[src/rtl/tx_frame_builder.sv]
// GMII TX frame builder: preamble, MAC header, segment header, VRAM payload and FCS,
// followed by the inter-frame gap. byte_data_counter paces the upstream memory reads.
module tx_frame_builder #(
    parameter logic [47:0] DST_MAC   = 48'hFF_FF_FF_FF_FF_FF,
    parameter logic [47:0] SRC_MAC   = 48'h00_0A_35_01_02_03,
    parameter logic [15:0] ETHERTYPE = 16'h88B5,
    parameter int          PAYLOAD   = 1437,
    parameter int          IFG       = 12
) (
    input  logic        clk125MHz,
    input  logic        rst,
    input  logic        start,
    input  logic [7:0]  txid,
    input  logic [7:0]  redundancy,
    input  logic [15:0] segment_num,
    input  logic [15:0] segment_num_max,
    input  logic [15:0] startaddr,
    input  logic [7:0]  payload_byte,
    output logic [11:0] byte_data_counter,
    output logic        data_user,
    output logic        busy,
    output logic        frame_done,
    output logic        gmii_tx_en,
    output logic [7:0]  gmii_txd
);

    localparam int PAY_FIRST_I = 46;
    localparam int PAY_LAST_I  = PAY_FIRST_I + PAYLOAD - 1;
    localparam int FCS_FIRST_I = PAY_LAST_I + 1;
    localparam int FCS_LAST_I  = FCS_FIRST_I + 3;

    localparam logic [11:0] CRC_FIRST  = 12'd8;
    localparam logic [11:0] PAY_FIRST  = 12'(PAY_FIRST_I);
    localparam logic [11:0] PAY_LAST   = 12'(PAY_LAST_I);
    localparam logic [11:0] FRAME_LAST = 12'(FCS_LAST_I);
    localparam logic [11:0] GAP_LAST   = 12'(FCS_LAST_I + IFG);

    typedef enum logic [1:0] {IDLE, FRAME, GAP} state_t;

    state_t      state_q;
    logic [11:0] cnt_q;
    logic        busy_q, data_user_q, frame_done_q, tx_en_q;
    logic [7:0]  txd_q;
    logic [31:0] crc_q;
    logic [7:0]  txid_q, redundancy_q, sa_lo_q;
    logic [15:0] seg_q, seg_max_q;

    logic [7:0]  byte_d;
    logic [11:0] cnt_d;
    logic [31:0] fcs;
    int          idx;

    function automatic logic [31:0] crc32_byte(input logic [31:0] crc_in, input logic [7:0] data);
        logic [31:0] c;
        // NOTE: blocking assignments are right here: this is pure combinational math on a local.
        c = crc_in ^ {24'h0, data};
        for (int i = 0; i < 8; i++)
            c = c[0] ? ((c >> 1) ^ 32'hEDB88320) : (c >> 1);
        return c;
    endfunction

    assign cnt_d = cnt_q + 12'd1;

    // NOTE: every variable gets a default before the decode, so no latch can be inferred.
    always_comb begin
        byte_d = 8'h00;
        fcs    = ~crc_q;
        idx    = int'(cnt_q);
        if (idx <= 6)                byte_d = 8'h55;
        else if (idx == 7)           byte_d = 8'hD5;
        else if (idx <= 13)          byte_d = DST_MAC[8*(13-idx) +: 8];
        else if (idx <= 19)          byte_d = SRC_MAC[8*(19-idx) +: 8];
        else if (idx == 20)          byte_d = ETHERTYPE[15:8];
        else if (idx == 21)          byte_d = ETHERTYPE[7:0];
        else if (idx == 22)          byte_d = txid_q;
        else if (idx == 23)          byte_d = redundancy_q;
        else if (idx == 24)          byte_d = seg_q[15:8];
        else if (idx == 25)          byte_d = seg_q[7:0];
        else if (idx == 26)          byte_d = seg_max_q[15:8];
        else if (idx == 27)          byte_d = seg_max_q[7:0];
        else if (idx <= 39)          byte_d = 8'h00;
        else if (idx == 40)          byte_d = startaddr[15:8];
        else if (idx == 41)          byte_d = sa_lo_q;
        else if (idx < PAY_FIRST_I)  byte_d = 8'h00;
        else if (idx <= PAY_LAST_I)  byte_d = payload_byte;
        else if (idx <= FCS_LAST_I)  byte_d = fcs[8*(idx-FCS_FIRST_I) +: 8];
    end

    always_ff @(posedge clk125MHz) begin
        if (rst) begin
            state_q      <= IDLE;
            cnt_q        <= '0;
            busy_q       <= 1'b0;
            data_user_q  <= 1'b0;
            frame_done_q <= 1'b0;
            tx_en_q      <= 1'b0;
            txd_q        <= '0;
            crc_q        <= '1;
            txid_q       <= '0;
            redundancy_q <= '0;
            seg_q        <= '0;
            seg_max_q    <= '0;
            sa_lo_q      <= '0;
        end else begin
            frame_done_q <= 1'b0;
            if (cnt_q == 12'd0)
                crc_q <= '1;
            unique case (state_q)
                IDLE: begin
                    tx_en_q <= 1'b0;
                    txd_q   <= '0;
                    if (start) begin
                        txid_q       <= txid;
                        redundancy_q <= redundancy;
                        seg_q        <= segment_num;
                        seg_max_q    <= segment_num_max;
                        busy_q       <= 1'b1;
                        state_q      <= FRAME;
                    end
                end
                FRAME: begin
                    tx_en_q     <= 1'b1;
                    txd_q       <= byte_d;
                    cnt_q       <= cnt_d;
                    data_user_q <= (cnt_d >= PAY_FIRST) && (cnt_d <= PAY_LAST);
                    if (cnt_q >= CRC_FIRST && cnt_q <= PAY_LAST)
                        crc_q <= crc32_byte(crc_q, byte_d);
                    // Memory control moves startaddr again after n==40; keep the low byte for n==41.
                    if (cnt_q == 12'd40)
                        sa_lo_q <= startaddr[7:0];
                    if (cnt_q == FRAME_LAST)
                        state_q <= GAP;
                end
                GAP: begin
                    tx_en_q <= 1'b0;
                    txd_q   <= '0;
                    if (cnt_q == GAP_LAST) begin
                        cnt_q   <= '0;
                        busy_q  <= 1'b0;
                        state_q <= IDLE;
                    end else begin
                        cnt_q        <= cnt_d;
                        frame_done_q <= (cnt_d == GAP_LAST);
                    end
                end
                default: state_q <= IDLE;
            endcase
        end
    end

    assign byte_data_counter = cnt_q;
    assign data_user         = data_user_q;
    assign busy              = busy_q;
    assign frame_done        = frame_done_q;
    assign gmii_tx_en        = tx_en_q;
    assign gmii_txd          = txd_q;

endmodule

[config.mk]
export PLATFORM = sky130hd
export DESIGN_NAME = tx_frame_builder
export DESIGN_NICKNAME = d
export VERILOG_FILES = /design/src/rtl/tx_frame_builder.sv
export SDC_FILE = /design/constraint.sdc
export NUM_CORES = 1
export LEC_CHECK = 0
export ABC_AREA = 0
export CELL_PAD_IN_SITES_DETAIL_PLACEMENT = 1
export CELL_PAD_IN_SITES_GLOBAL_PLACEMENT = 2
export CORE_MARGIN = 3
export CORE_UTILIZATION = 33
export DETAILED_ROUTE_END_ITERATION = 6
export PLACE_DENSITY = 0.81
export SLEW_MARGIN = 20
export SYNTH_ARGS = -nofsm -noshare
export SYNTH_HDL_FRONTEND = slang
export SYNTH_SLANG_ARGS = --single-unit
[constraint.sdc]
create_clock -name clk125MHz -period 5.7 [get_ports clk125MHz]
set_input_delay 0.855 -clock clk125MHz [delete_from_list [all_inputs] [get_ports clk125MHz]]
set_output_delay 0.855 -clock clk125MHz [all_outputs]
set_load 0.02 [all_outputs]
After elaboration in Yosys (flattened, before gate mapping)
Index checks and enable logic that the tools add are counted.

storage, ports and cells
  word-level logic and storage cells = 115
  output and inout bits = 24
  flip-flop bits (word level) = 114
  input bits = 75

cells by class
  equality and inequality tests = 20
  magnitude comparators = 11
  multiplexer cells = 40
  add/subtract/negate cells = 4
  bitwise gates (word level) = 11
  reductions and logical operators = 13
  shifts and indexed selects = 3

operators by type and width
  cell                      number
  $mux 32                   11
  $mux 8                    18
  $not 13->14               8
  $eq 12x6->1 const B       9
  $shiftx 48x16->8 const A  2
  $le 12x11->1 const B      4
  $eq 12x11->1 const B      3
  $not 32->32               1
  $shiftx 32x16->8          1
  $xor 32x8->32             1
  $eq 12x7->1 const B       2
  $pmux 12 s2               1
  $pmux 8 s2                1
  $sub 12x11->13 const B    1
  $sub 4x12->13 const A     1
  $sub 5x12->13 const A     1
  $add 12x1->12 const B     1
  $eq 12x4->1 const B       1
  $ge 12x4->1 const B       1
  $ge 12x6->1 const B       1
  $le 12x3->1 const B       1
  $le 12x4->1 const B       1
  $le 12x5->1 const B       1
  $le 12x6->1 const B       1
  other kinds (18)          29

Longest topological paths before layout
Gate-level depths: netlist of the first run.

  depth in word-level cells = 39
  mapped depth = 17
  depth with buffers taken out = 13

Least setup slack after synthesis of the first run
Ideal clock, no wire load.

  path type = reg2reg
  start point = register cnt_q[2] (netlist: byte_data_counter[2])
  end point = register crc_q[24]
  cell stages (with the launch flop) = 15
  data arrival time = 3988 ps
  path buffers = 2
  path slack = 1579 ps
  period minus slack after synthesis = 4121 ps
  data required time = 5567 ps
  setup time = 133 ps
  path through = dfxtp_1 clkbuf_1 inv_1 ha_1 a2111oi_0 o21a_1 or2_1 buf_4 o31ai_2 a22oi_1 mux2_4 a2111oi_4 xor3_1 xnor2_1 a21oi_1

on the way
  word-level cells in the longest chain between the ends = 36
  elaborated cells between the ends (all ways) = 63
  those cells by class = add/sub (3); order compare (9); eq/ne (11); shift (3); mux (29); bitwise (6); reduce/logical (2)

RTL lines
  item                          RTL line  source
  start: declaration            41        logic [11:0] cnt_q;
  start signal: assignment      124       cnt_q <= cnt_d;
  start signal: assignment      142       cnt_q <= cnt_d;
  $sub 12x11->13                86        else if (idx <= FCS_LAST_I) byte_d = fcs[8*(idx-FCS_FIRST_I) +: 8];
  $shiftx 32x16->8              86
  $mux 8                        86
  $mux 8                        85        else if (idx <= PAY_LAST_I) byte_d = payload_byte;
  $mux 8                        84        else if (idx < PAY_FIRST_I) byte_d = 8'h00;
  $mux 8                        83        else if (idx == 41) byte_d = sa_lo_q;
  $mux 8                        82        else if (idx == 40) byte_d = startaddr[15:8];
  $mux 8                        81        else if (idx <= 39) byte_d = 8'h00;
  [19 not listed]               --
  $not 13->14 (no source line)  --
  $mux 32                       58        c = c[0] ? ((c >> 1) ^ 32'hEDB88320) : (c >> 1);
  $not 13->14 (no source line)  --
  $mux 32 (2 in a row)          58
  $not 13->14 (no source line)  --
  $mux 32                       58
  $mux 32                       126       if (cnt_q >= CRC_FIRST && cnt_q <= PAY_LAST)
  $mux 32 *                     108       unique case (state_q)
  end signal: assignment        127       crc_q <= crc32_byte(crc_q, byte_d);
  end: declaration              44        logic [31:0] crc_q;

Every way passes the cells marked *; elsewhere a longest branch is shown, timed or not.
A chain may end at the register's enable or synchronous reset.

Worst setup path in the final report of the first run
  start point = register cnt_q[2] (netlist: byte_data_counter[2])
  end point = register crc_q[18]

on the way
  word-level cells in the longest chain between the ends = 35
  elaborated cells between the ends (all ways) = 63
  those cells by class = add/sub (3); order compare (9); eq/ne (11); shift (3); mux (29); bitwise (6); reduce/logical (2)

RTL lines
  item                          RTL line
  $sub 12x11->13                86
  $shiftx 32x16->8              86
  $mux 8                        86
  $mux 8                        85
  $mux 8                        84
  $mux 8                        83
  $mux 8                        82
  $mux 8                        81
  [18 not listed]               --
  $not 13->14 (no source line)  --
  $mux 32                       58
  $not 13->14 (no source line)  --
  $mux 32                       58
  $not 13->14 (no source line)  --
  $mux 32 (2 in a row)          58
  $mux 32                       126
  $mux 32 *                     108

Marked as above.

==> results of run 1 <==
## final cells by class
type                            instances  share of cell area
Clock buffer                           22              0.0517
Tap cell                              280              0.0374
Sequential cell                       114               0.244
Timing Repair Buffer                  116               0.119
Clock inverter                          8              0.0136
Multi-Input combinational cell        777               0.528
Inverter                               16             0.00642
## layout by cell type, fill, tap and decap left out, types with 11 or more instances in the layout
master / netlist / layout
dfxtp_1: 114 / 114
xor2_1: 25 / 25
clkbuf_16: 0 / 17
nor3_1: 30 / 30
nor2b_1: 22 / 22
a31oi_1: 11 / 11
nor2_1: 95 / 95
clkdlybuf4s50_1: 0 / 97
xnor2_1: 38 / 38
nand2_1: 168 / 168
buf_4: 5 / 19
o21ai_0: 48 / 48
a21oi_1: 117 / 117
or2_2: 11 / 11
inv_1: 16 / 16
nand3_1: 14 / 14
ha_1: 17 / 17
## cell families (layout without fill, tap and decap cells)
kind of cell	after synthesis	count (layout)	share of synthesized area
compound gates	262	262	0.224
mux	19	19	0.0389
flops	114	114	0.301
xor+xnor	77	77	0.111
simple gates	402	402	0.250
fa+ha+maj	17	17	0.0280
buf+inv	85	162	0.0475
## per-layer routing
layer	track usage	wire length, um	vias up
met2	0.353	12600	161
met1	0.313	13200	3613
met4	0.0459	312	0
met5	0	0	-
li1	-	-	3530
met3	0.0402	1190	27
## where the power goes
part | total [mW] | internal [mW] | leakage (nW) | switching, mW
Sequential | 0.894 | 0.848 | 0.929 | 0.0456
Combinational | 0.520 | 0.194 | 2.13 | 0.327
Clock | 1.12 | 0.729 | 0.294 | 0.392
## tightest hold or removal path: cells and delay by family, from the launching register on
kind | cells | cell delay (ns)
compound gates | 1 | 0.05
simple gates | 1 | 0.05
flops | 1 | 0.30
## state kept, by name, summed over array words and instances, names as in the netlist
| signal | flops |
|---|---|
| seg_q | 16 |
| sa_lo_q | 8 |
| txid_q | 8 |
| crc_q | 32 |
| gmii_tx_en | 1 |
| data_user | 1 |
| frame_done | 1 |
| gmii_txd | 8 |
| byte_data_counter | 12 |
| state_q | 2 |
| seg_max_q | 16 |
| busy | 1 |
| redundancy_q | 8 |
## how the worst max path moves through the flow
| stage | endpoint | depth (start not counted) | slack (ns) |
|---|---|---|---|
| floorplan | crc_q[24]$_SDFF_PP1_ | 14 | 1.58 |
| global placement | crc_q[30]$_SDFF_PP1_ | 13 | 1.06 |
| detailed placement | crc_q[19]$_SDFF_PP1_ | 13 | 0.88 |
| CTS | crc_q[18]$_SDFF_PP1_ | 13 | 0.86 |
| global route | crc_q[18]$_SDFF_PP1_ | 13 | 0.40 |
| finish | crc_q[18]$_SDFF_PP1_ | 13 | 0.78 |
## per-stage QoR
step                      hold slack [ns]   util  total power [mW]
final                               0.453  0.421              2.54
after CTS                           0.457  0.421              2.56
after floorplan                     0.431      -              1.22
after global placement              0.445  0.394              1.43
after global routing                0.479  0.421              2.66
after detailed placement            0.448  0.394              1.44
==> impl_results.md, run 1 <==
- Crit. End Element: flip-flop
- Hold_buf cts: 0
- Static leakage: around 3.3 nW
- Critical-path maximum fanout: 15
- Reg2reg start: byte_data_counter[2]$_SDFFE_PP0P_
- Row cnt: 54
- Most frequent cell after synthesis: nand2_1
- Crit path buf inv count: 1
- GRT Total Usage: 0.221
- Synth Instances: just under 1k
- CTS tree: built
- Worst path slowest cell: dfxtp_1
- Post-Synthesis Mean Instance Area: 7.77 um2
- Fill cells: 2,672
- CP peak stage delay: slightly below 0.7 ns
- Clock sinks: between 100 and 150
- CP Class: reg -> reg
- WHS Endpoint: gmii_txd[7]$_SDFFE_PP0P_
- Fin cells: 1,333
- WL/cell: about 20 um
- DRT Wirelength: 27.3 mm
- Setup violations, final: 0
- Top_reg_cell synth: dfxtp_1
- Worst Tran Pin Value: 1.09 ns
- Setup Buffers After CTS: 0
- RSZ-0062 raised after global routing: false
- Clock buffer depth: 2
- Area Growth Syn to Fin: 23.4%
- Die area: 24,800 um2
- CTS-repair resized insts: 0
- Initial Util: 0.341
- Min setup slack post-route: 0.781 ns
- Post-synthesis register bit count: 114
- CTS buffer count: 17
- Min-Delay Startpoint: gmii_txd[7]$_SDFFE_PP0P_
- Final ANT Viol Nets: 0
- FFs w/ async S/R, synth: 0
- Setup crit start kind: flip-flop
- Placed cells: 1,303
- Design area: 9360 um2
- Pre-CTS WS: slightly below 0.9 ns
- Core ar.: 22,200 um2
- IO Port Bufs: 98
- Worst path top cell family by delay: compound AO/OA/AOI/OAI gates
- DP HPWL: 20.6 mm
- R2R cell count: 13
- Initial drt markers: 528
- WP data required: 6.01 ns
- Arr. time, crit path: 5.23 ns
- Register area: 2280 um2
- Initial antenna violation count: 0
- Final setup TNS: 0 ns
- Final Wtd Congestion: 0.893
- CP cell instances: inv_1, ha_1, a2111oi_0, o21a_1, or2_1, nor3_1, a2111oi_2, nand2_1, o311ai_4, xnor2_1, xnor2_1, xor3_1, o22a_1
- Max_slew headroom: 0.270
- Sequential area share after synthesis: 0.301
- Status: complete, no violations
- Crit path time final: 4.92 ns
- FF-to-FF End: crc_q[18]$_SDFF_PP1_
- Reg-to-reg slack, setup: 0.78 ns
- Mapped Nets: 1,068
- Die Width: 158 um
- Antenna diodes: 0
- Synthesized cell area: 7580 um2
- Most used cell, CP: xnor2_1
- Max Clk Rate: 203 MHz
- H-tree Lvls: 4
- Yosys top cell by area: dfxtp_1
- Clk Latency, worst-skew pair: 0.42 ns
- GR Overflow Total: 0
- Max Clock Skew: about 0.0063 ns
- Vias in the first global route: between 7k and 8k
- Multi-input gate area: 4940 um2
- Final hold vios: 0
- Yosys warns: 0
- Placed Area: 8750 um2
- Number of max-slew violations in the final report: 0
- Largest net degree at the start of global routing: 53
- Post-synth EDFFs: 0
- Global-route wire length before repair: 42.2 mm
- DIE HEIGHT: approximately 160 um
- Synth top area cells: dfxtp_1, nand2_1, a21oi_1, nor2_1, xnor2_1
- DRC Markers: 0
- Power density cells: 271 nW/um2
- VDD IR-drop max: roughly 170 uV
- Via count: 7,331
- I/O Pins: 99
- Layout cells sized above 1: 0.0959
- MaxCap Viol Count: 0
- DRT Pass-1 Iters: 4
- Period utilisation layout: 0.863
- Top post-synthesis cells by count: nand2_1, a21oi_1, dfxtp_1
- Top cell type's share of synthesized area: 0.301
- Nets: 1,134
- Root Buffer: clkbuf_16
- Min-delay worst type: reg -> reg
- Post-synth cell types: 76
- Hold Path Stages: 2
- Worst-path clk slew: ~0.060 ns
- Critical Path Source: byte_data_counter[2]$_SDFFE_PP0P_
- Vias per cell: between 5 and 6
Note: power is estimated with default switching activity, not from simulation.
==> run 2, diff against run 1 <==
--- a/config.mk
+++ b/config.mk
@@ -9,9 +9,11 @@
 export CELL_PAD_IN_SITES_DETAIL_PLACEMENT = 1
 export CELL_PAD_IN_SITES_GLOBAL_PLACEMENT = 2
 export CORE_MARGIN = 3
-export CORE_UTILIZATION = 33
+export CORE_UTILIZATION = 34
+export CTS_BUF_LIST = sky130_fd_sc_hd__clkbuf_4
 export DETAILED_ROUTE_END_ITERATION = 6
-export PLACE_DENSITY = 0.81
+export PLACE_DENSITY = 0.83
+export SETUP_SLACK_MARGIN = 0.4
 export SLEW_MARGIN = 20
 export SYNTH_ARGS = -nofsm -noshare
 export SYNTH_HDL_FRONTEND = slang
==> impl_results.md, run 2 (synthesis gave the netlist of run 1 again) <==
- Status: complete, no violations (unchanged)
- Initial antenna violation count: 1 (was 0)
- Largest Register: crc_q (unchanged)
- Number of max-slew violations in the final report: 0 (unchanged)
- GRT Total Usage: 0.223 (was 0.221)
- Power density cells: 229 nW/um2 (was 271 nW/um2)
- Die area: 24,100 um2 (was 24,800 um2)
- DP HPWL: 20.4 mm (was 20.6 mm)
- Setup violations, final: 0 (unchanged)
- Max Clock Skew: 0.0204 ns (was 0.00633 ns)
- Min-delay worst type: reg -> reg (unchanged)
- Reg-to-reg slack, setup: 0.78 ns (about the same)
- Vias per cell: 5.47 (was 5.50)
- H-tree Lvls: 4 (unchanged)
- Critical-path maximum fanout: 20 (was 15)
- CP Class: reg -> reg (unchanged)
- Design area: 9070 um2 (was 9360 um2)
- Initial Util: 0.346 (was 0.341)
- Crit. End Element: flip-flop (unchanged)
- Max Clk Rate: 203 MHz (about the same)
- MaxCap Viol Count: 0 (unchanged)
- R2R cell count: 13 (unchanged)
- VDD IR-drop max: 99.3 uV (was 170 uV)
- CTS tree: built (unchanged)
- Row cnt: 54 (unchanged)
- Clk Latency, worst-skew pair: 0.56 ns (was 0.42 ns)
- I/O Pins: 99 (unchanged)
- Critical Path Source: byte_data_counter[3]$_SDFFE_PP0P_ (was byte_data_counter[2]$_SDFFE_PP0P_)
- Initial drt markers: 550 (was 528)
- CTS buffer count: 17 (unchanged)
- Placed Area: 8760 um2 (was 8750 um2)
- DRT Wirelength: 26.9 mm (was 27.3 mm)
- Vias in the first global route: 7,340 (was 7,236)
- Clock sinks: 114 (unchanged)
- DIE HEIGHT: 155 um (was 158 um)
- RSZ-0062 raised after global routing: false (unchanged)
- Max_slew headroom: 0.310 (was 0.270)
- Worst-path clk slew: 0.12 ns (was 0.06 ns)
- DRC Markers: 0 (unchanged)
- WP data required: 6.16 ns (was 6.01 ns)
- GR Overflow Total: 0 (unchanged)
- Global-route wire length before repair: 42.1 mm (was 42.2 mm)
- Final setup TNS: 0 ns (unchanged)
- Via count: 7,313 (was 7,331)
- Root Buffer: clkbuf_4 (was clkbuf_16)
- Top Registers: crc_q: 32 flops, seg_max_q: 16 flops, seg_q: 16 flops (unchanged)
- Period utilisation layout: 0.863 (about the same)
- Nets: 1,136 (was 1,134)
- Die Width: 155 um (was 158 um)
- Setup crit end: crc_q[18]$_SDFF_PP1_ (unchanged)
- Max FFs per register: 32 (unchanged)
- Total power: 2.08 mW (was 2.54 mW)
- Area Growth Syn to Fin: 19.6% (was 23.4%)
- FF-to-FF End: crc_q[18]$_SDFF_PP1_ (unchanged)
- Clock buffer depth: 2 (unchanged)
- Final Wtd Congestion: 0.890 (was 0.893)
- Largest net degree at the start of global routing: 57 (was 53)
- Worst Tran Pin Value: 1.03 ns (was 1.09 ns)
- Static leakage: 3.21 nW (was 3.35 nW)
- Final ANT Viol Nets: 0 (unchanged)
- Layout cells sized above 1: 0.0984 (was 0.0959)
- Commonest non-fill, non-tap cell in the layout: nand2_1 (unchanged)
- Reg2reg start: byte_data_counter[3]$_SDFFE_PP0P_ (was byte_data_counter[2]$_SDFFE_PP0P_)
- IO Port Bufs: 98 (unchanged)
- Core ar.: 21,900 um2 (was 22,200 um2)
- Arr. time, crit path: 5.38 ns (was 5.23 ns)
- Setup crit start kind: flip-flop (unchanged)
- Crit path time final: 4.92 ns (about the same)
- WL/cell: 20.1 um (was 20.5 um)
- Commonest non-fill, non-tap cells in the layout: nand2_1, a21oi_1, dfxtp_1 (unchanged)
- Final hold vios: 0 (unchanged)
- DRT Pass-1 Iters: 5 (was 4)
==> run 2: cell count changes in the layout (fill, tap and decap cells not counted), moves of 2 or more <==
cell and delta:
clkbuf_4 +18, clkbuf_16 -17, clkbuf_8 -4, clkinv_1 +3
clkinvlp_4 +2, inv_6 +2
==> run 2: worst min-delay path by stage <==
stage,startpoint,endpoint,cells after the start
floorplan,seg_max_q[8]$_SDFFE_PP0P_,seg_max_q[8]$_SDFFE_PP0P_,2
global placement,gmii_txd[7]$_SDFFE_PP0P_,gmii_txd[7]$_SDFFE_PP0P_,2
detailed placement,gmii_txd[7]$_SDFFE_PP0P_,gmii_txd[7]$_SDFFE_PP0P_,2
CTS,seg_q[9]$_SDFFE_PP0P_,seg_q[9]$_SDFFE_PP0P_,2
global route,seg_q[6]$_SDFFE_PP0P_,seg_q[6]$_SDFFE_PP0P_,2
finish,gmii_txd[7]$_SDFFE_PP0P_,gmii_txd[7]$_SDFFE_PP0P_,2
==> run 2: cell type report <==
cell class	count	area, um2
repair buffers	118	1130
diodes	1	2.50
well taps	280	350
clock inverters	14	163
inverters	16	60.1
fillers	2668	12800
clock buffers	18	135
flip-flops and latches	114	2280
multi-input cells	777	4950
==> run 2: critical path, stage by stage, from the launching register on <==
cell	delay, ns
dfxtp_1	0.71
inv_1	0.27
ha_1	0.51
a21boi_0	0.45
o21a_1	0.26
o21ai_0	0.13
a31o_2	0.29
nor4_1	0.68
o41ai_2	0.16
xor2_1	0.18
buf_4	0.19
xnor2_1	0.51
xor3_1	0.31
o22a_1	0.17
==> run 2: metrics by stage <==
stage / hold WS, ns / std cells / utilization / worst slack [ns]
2_1_floorplan: 0.431 / 976 / - / 1.58
3_3_place_gp: 0.447 / 1305 / 0.400 / 0.894
3_5_place_dp: 0.451 / 1305 / 0.400 / 0.677
4_1_cts: 0.468 / 1337 / 0.414 / 0.650
5_1_grt: 0.491 / 1338 / 0.415 / 0.470
6_report: 0.464 / 1338 / 0.415 / 0.781
==> run 2: report_power, final <==
part / total, mW / leakage, nW / internal, mW / switching, mW
Clock: 0.663 / 0.148 / 0.306 / 0.357
Sequential: 0.893 / 0.929 / 0.847 / 0.0460
Combinational: 0.526 / 2.14 / 0.196 / 0.330
==> run 2: timing repair <==
| item | in CTS | in global routing |
|---|---|---|
| hold buffers | 0 | 0 |
| endpoints found under the hold margin | 0 | 0 |
| gates resized for setup | 0 | 2 |
| setup endpoints to repair | 0 | 12 |
| setup buffers | 0 | 0 |
==> run 2: routing by layer <==
metal  vias to the layer above  track usage  part of all wire  wire length, um
met2                       214        0.353              0.45            12100
met3                        36       0.0384             0.057             1530
met1                      3531        0.311              0.47            12600
li1                       3532            -                 -                -
met4                         0       0.0659             0.022              584
met5                         -            0                 0                0
